==> src/rtl/dsp_iq_pkg.sv <==
// Shared IQ-path definitions: coefficient format constants and the
// coefficient-update state encoding used by dsp_iq_corr and its neighbours.
package dsp_iq_pkg;

    localparam int unsigned COEF_BITS_DEF = 16;
    localparam int unsigned COEF_FRAC     = COEF_BITS_DEF - 2;
    localparam logic [COEF_BITS_DEF-1:0] COEF_ONE = (COEF_BITS_DEF)'(1) << COEF_FRAC;

    typedef enum logic [1:0] {
        IDLE    = 2'd0,
        PENDING = 2'd1,
        APPLY   = 2'd2
    } iq_state_e;

endpackage

==> src/rtl/dsp_round_sat.sv <==
// Round half-up, arithmetic shift right, then clamp (SAT_EN=1) or wrap
// (SAT_EN=0) to OUT_W bits. o_sat flags a clamped result.
module dsp_round_sat #(
    parameter int unsigned IN_W   = 29,
    parameter int unsigned OUT_W  = 12,
    parameter int unsigned SHIFT  = 14,
    parameter bit          SAT_EN = 1'b0
) (
    input  logic signed [IN_W-1:0]  i_data,
    output logic        [OUT_W-1:0] o_data,
    output logic                    o_sat
);

    localparam logic signed [IN_W:0] RND   = (IN_W+1)'(1) << (SHIFT-1);
    localparam logic signed [IN_W:0] MAX_V = {{(IN_W-OUT_W+2){1'b0}}, {(OUT_W-1){1'b1}}};
    localparam logic signed [IN_W:0] MIN_V = {{(IN_W-OUT_W+2){1'b1}}, {(OUT_W-1){1'b0}}};

    logic signed [IN_W:0] w_bias;
    logic signed [IN_W:0] w_shift;

    // One guard bit so the rounding add can never overflow
    assign w_bias  = $signed({i_data[IN_W-1], i_data}) + RND;
    assign w_shift = w_bias >>> SHIFT;

    // Reduce to output width: clamp when enabled, otherwise keep low bits
    always_comb begin
        o_data = w_shift[OUT_W-1:0];
        o_sat  = 1'b0;
        if (SAT_EN) begin
            if (w_shift > MAX_V) begin
                o_data = MAX_V[OUT_W-1:0];
                o_sat  = 1'b1;
            end else if (w_shift < MIN_V) begin
                o_data = MIN_V[OUT_W-1:0];
                o_sat  = 1'b1;
            end
        end
    end

endmodule

==> src/rtl/dsp_iq_corr.sv <==
// IQ imbalance correction: I passes through, Q <= Q*gain + I*phase.
// Three-stage pipeline, coefficients swapped atomically on a sample boundary.
// Build option: DSP_IQ_CORR_SAT_EN enables clamping and the sat_cnt counter.
module dsp_iq_corr
    import dsp_iq_pkg::*;
#(
    parameter int unsigned WIDTH     = 12,
    parameter int unsigned COEF_BITS = COEF_BITS_DEF
) (
    input  logic                   clk,
    input  logic                   rst,
    input  logic                   cfg_iq_corr_en,
    input  logic [COEF_BITS-1:0]   cfg_gain,
    input  logic [COEF_BITS-1:0]   cfg_phase,
    input  logic                   cfg_wr,
    output logic                   cfg_busy,
    output logic                   cfg_ack,
    input  logic [2*WIDTH-1:0]     in_data,
    input  logic                   in_valid,
    output logic [2*WIDTH-1:0]     out_data,
    output logic                   out_valid,
    output logic [15:0]            sat_cnt
);

    localparam int unsigned PW   = WIDTH + COEF_BITS;
    localparam int unsigned SW   = PW + 1;
    localparam int unsigned FRAC = COEF_BITS - 2;
    localparam logic [COEF_BITS-1:0] UNITY = (COEF_BITS)'(1) << FRAC;
`ifdef DSP_IQ_CORR_SAT_EN
    localparam bit SAT_EN = 1'b1;
`else
    localparam bit SAT_EN = 1'b0;
`endif

    iq_state_e              r_state;
    logic [COEF_BITS-1:0]   r_shd_gain, r_shd_phase;
    logic [COEF_BITS-1:0]   r_act_gain, r_act_phase;

    logic signed [WIDTH-1:0]     r1_i, r1_q;
    logic signed [COEF_BITS-1:0] r1_gain, r1_phase;
    logic                        r1_vld, r1_en;
    logic signed [PW-1:0]        r2_prod_q, r2_prod_i;
    logic [WIDTH-1:0]            r2_i, r2_q;
    logic                        r2_vld, r2_en;

    logic signed [SW-1:0]        w_sum;
    logic [WIDTH-1:0]            w_q;
    logic                        w_sat;

    // Coefficient shadow/active handshake
    always_ff @(posedge clk or posedge rst) begin
        if (rst) begin
            r_state     <= IDLE;
            r_shd_gain  <= '0;
            r_shd_phase <= '0;
            r_act_gain  <= UNITY;
            r_act_phase <= '0;
            cfg_busy    <= 1'b0;
            cfg_ack     <= 1'b0;
        end else begin
            case (r_state)
                IDLE: begin
                    cfg_ack <= 1'b0;
                    if (cfg_wr) begin
                        r_shd_gain  <= cfg_gain;
                        r_shd_phase <= cfg_phase;
                        cfg_busy    <= 1'b1;
                        r_state     <= PENDING;
                    end
                end
                PENDING: begin
                    if (in_valid || !cfg_iq_corr_en) begin
                        r_act_gain  <= r_shd_gain;
                        r_act_phase <= r_shd_phase;
                        cfg_busy    <= 1'b0;
                        cfg_ack     <= 1'b1;
                        r_state     <= APPLY;
                    end
                end
                APPLY: begin
                    cfg_ack <= 1'b0;
                    r_state <= IDLE;
                end
                default: begin
                    cfg_busy <= 1'b0;
                    cfg_ack  <= 1'b0;
                    r_state  <= IDLE;
                end
            endcase
        end
    end

    // S1: sample plus the coefficients it will use; S2: products
    always_ff @(posedge clk or posedge rst) begin
        if (rst) begin
            r1_i      <= '0;
            r1_q      <= '0;
            r1_gain   <= '0;
            r1_phase  <= '0;
            r1_vld    <= 1'b0;
            r1_en     <= 1'b0;
            r2_prod_q <= '0;
            r2_prod_i <= '0;
            r2_i      <= '0;
            r2_q      <= '0;
            r2_vld    <= 1'b0;
            r2_en     <= 1'b0;
        end else begin
            r1_i      <= in_data[WIDTH-1:0];
            r1_q      <= in_data[2*WIDTH-1:WIDTH];
            r1_gain   <= r_act_gain;
            r1_phase  <= r_act_phase;
            r1_vld    <= in_valid;
            r1_en     <= cfg_iq_corr_en;
            r2_prod_q <= PW'(r1_q) * PW'(r1_gain);
            r2_prod_i <= PW'(r1_i) * PW'(r1_phase);
            r2_i      <= r1_i;
            r2_q      <= r1_q;
            r2_vld    <= r1_vld;
            r2_en     <= r1_en;
        end
    end

    assign w_sum = SW'(r2_prod_q) + SW'(r2_prod_i);

    dsp_round_sat #(
        .IN_W   (SW),
        .OUT_W  (WIDTH),
        .SHIFT  (FRAC),
        .SAT_EN (SAT_EN)
    ) u_round_sat (
        .i_data (w_sum),
        .o_data (w_q),
        .o_sat  (w_sat)
    );

    // S3: corrected or bypassed output
    always_ff @(posedge clk or posedge rst) begin
        if (rst) begin
            out_data  <= '0;
            out_valid <= 1'b0;
        end else begin
            out_data  <= r2_en ? {w_q, r2_i} : {r2_q, r2_i};
            out_valid <= r2_vld;
        end
    end

    // Saturation event counter, cleared when new coefficients take effect
    always_ff @(posedge clk or posedge rst) begin
        if (rst) begin
            sat_cnt <= '0;
        end else if (r_state == APPLY) begin
            sat_cnt <= '0;
        end else if (SAT_EN && r2_vld && r2_en && w_sat && (sat_cnt != 16'hFFFF)) begin
            sat_cnt <= sat_cnt + 16'd1;
        end
    end

endmodule

==> config.mk <==
export PLATFORM = sky130hd
export DESIGN_NAME = dsp_iq_corr
export DESIGN_NICKNAME = d
export VERILOG_FILES = /design/src/rtl/dsp_iq_pkg.sv /design/src/rtl/dsp_round_sat.sv /design/src/rtl/dsp_iq_corr.sv
export SDC_FILE = /design/constraint.sdc
export NUM_CORES = 1
export LEC_CHECK = 0
export ABC_AREA = 0
export CORE_MARGIN = 5
export CORE_UTILIZATION = 35
export DETAILED_ROUTE_END_ITERATION = 7
export GPL_ROUTABILITY_DRIVEN = 0
export GPL_TIMING_DRIVEN = 0
export PLACE_DENSITY_LB_ADDON = 0.25
export REMOVE_ABC_BUFFERS = 1
export SLEW_MARGIN = 30
export SYNTH_ARGS = -nofsm -noshare
export SYNTH_HDL_FRONTEND = slang
export SYNTH_HIERARCHICAL = 1
export SYNTH_SLANG_ARGS = --single-unit
==> constraint.sdc <==
create_clock -name clk -period 12.7 [get_ports clk]
set_input_delay 2.54 -clock clk [delete_from_list [all_inputs] [get_ports clk]]
set_output_delay 2.54 -clock clk [all_outputs]
set_load 0.03 [all_outputs]
==> qor.txt <==
Worst hold path type: flip-flop to flip-flop
Fin Clk Skew: 0.0131 ns
Via Count: 13500
Fmax: 164 MHz
Input/output buffers: 87
PostCTS Resize Cnt: 0
Total negative slack: 0 ns
Synth-to-Final Area Change: 12.3%
Final Hold Fails: 0
Hold buffer count at CTS: 0
Fin crit share: 48.1%
Yosys warns: 6
RSZ-0062 raised after global routing: false
Worst Setup EP: r2_prod_q[19]
WL final: 43200 um
Initial Utilization: 35.2%
Capturing point of the worst reg2reg path: r2_prod_q[19]
Gr usage total: 13.7%
Diodes inserted: 0
DRC: 0
DR pass1 iterations: 5
Final HPWL DP: 34700 um
FF-to-FF path depth: 17
CP Depth: 17
Worst rel slew slack: 48.6%
Global-route wire length before repair: 74800 um
Inst Count DP: 2815
WP buf/inv: 3
Most frequent cells in the layout: 413 x inv_1, 349 x fa_1, 256 x nand2_1
Clock sink count: 229
Worst-Skew Late Latency: 0.57 ns
Crit path max-delay family: adder cells
Vias in the first global route: 14800
Critical path class: flip-flop to flip-flop
Crit path cell chain: nand2_1 > fa_1 > inv_1 > fa_1 > fa_1 > fa_1 > inv_1 > fa_1 > inv_1 > ha_1 > a211o_1 > o311ai_1 > a21oi_1 > o21ai_1 > a21boi_1 > or4b_1 > nand3_1
Commonest non-fill, non-tap cell in the layout: inv_1
Worst EP arrival: 6.61 ns
Setup violations, final: 0
Clk slew on worst S/H paths: 0.06 ns
MaxCap Viol Count: 0
Std-Cell Rows: 90
Mean Syn Cell Area: 10.6 sq um
Vias per inst: 4.71
CTS Root Cell: clkbuf_16
ANT nets after route: 0
Clk buf depth: 3
WL/cell: 15.1 um
CTS tree: done
Fillers: 5989
Fin cells: 2865
Post-synthesis cell count: 2008
Post-Syn Area: 0.0212 sq mm
Crit path from: r1_q[6]
Required @ worst endpoint: 13.20 ns
Initial DRC Count: 570
Register-to-register setup slack: 6.59 ns
Gr ovfl total: 0
CP max stage delay: 0.83 ns
Hold_ws: 0.346 ns
Share of cells above drive strength 1: 6.96%
Initial antenna violation count: 0
Worst Setup Start Kind: flip-flop
Number of I/O pins: 104
Crit Path Max Fanout: 17
Post-CTS Setup Bufs: 0
TritonCTS Buffers: 28
H-tree levels: 1
Crit path time final: 6.11 ns
Die width: 256 um
Measured slew at the worst slew-check pin: 0.772 ns
Final Core Density: 39.6%
CP max stage cell: dfrtp_1
CP endpoint kind: flip-flop
Die extent in y: 256 um
Status: complete, no violations
Final nets: 2614
Reg2Reg Launch Point: r1_q[6]
Largest net degree at the start of global routing: 86
Die Area: 0.0656 sq mm
Core ar.: 0.0601 sq mm
Most numerous cell on the critical path: fa_1
Max-slew violation total from the final report: 0
## final cells by class
type	count	area (sq um)	area share, %
clock buffers	38	820	3.44
clock inverters	12	105	0.442
inverters	415	1570	6.58
multi-input cells	1298	13600	57.2
flip-flops and latches	229	5730	24.1
well taps	782	978	4.11
repair buffers	91	981	4.12
## how the worst min path moves through the flow
stage                        start  cells past startpoint           end  slack [ns]
after floorplan            r2_i[0]                      0   out_data[0]        0.33
after global placement      r1_vld                      0        r2_vld        0.33
after detailed placement   r2_i[5]                      0   out_data[5]        0.34
after CTS                  r2_i[5]                      0   out_data[5]        0.35
after global routing      r2_i[11]                      0  out_data[11]        0.35
final                      r2_i[7]                      0   out_data[7]        0.35
## per-stage QoR
| step | worst slack [ns] | area (sq um) |
|---|---|---|
| after global routing | 6.35 | 23800 |
| after floorplan | 3.89 | 20900 |
| final | 6.59 | 23800 |
| after CTS | 6.66 | 23800 |
| after detailed placement | 6.69 | 22900 |
| after global placement | 1.05 | 22700 |
## flip-flops by register name, summed over array words and instances, names as in the netlist, 2 cells and up
name         count
r_act_phase     16
r1_i            12
r_act_gain      16
r_state          2
out_data        24
r_shd_phase     16
r2_prod_q       26
r1_phase        16
r1_q            12
r2_q            12
r2_prod_i       26
r1_gain         16
r_shd_gain      16
r2_i            12
## metal layers
layer	routed length, um	share of wire [%]	vias to the layer above	GRT usage, %
met3	2630	6.1	52	2.86
met5	0	0	-	0
met4	944	2.2	0	3.25
met2	20500	47	301	22.2
li1	-	-	6148	-
met1	19100	44	6982	18.9
Power is left out: the tool's default activity adds up to more than one toggle a clock period on the data nets, which glitch-free logic cannot reach.
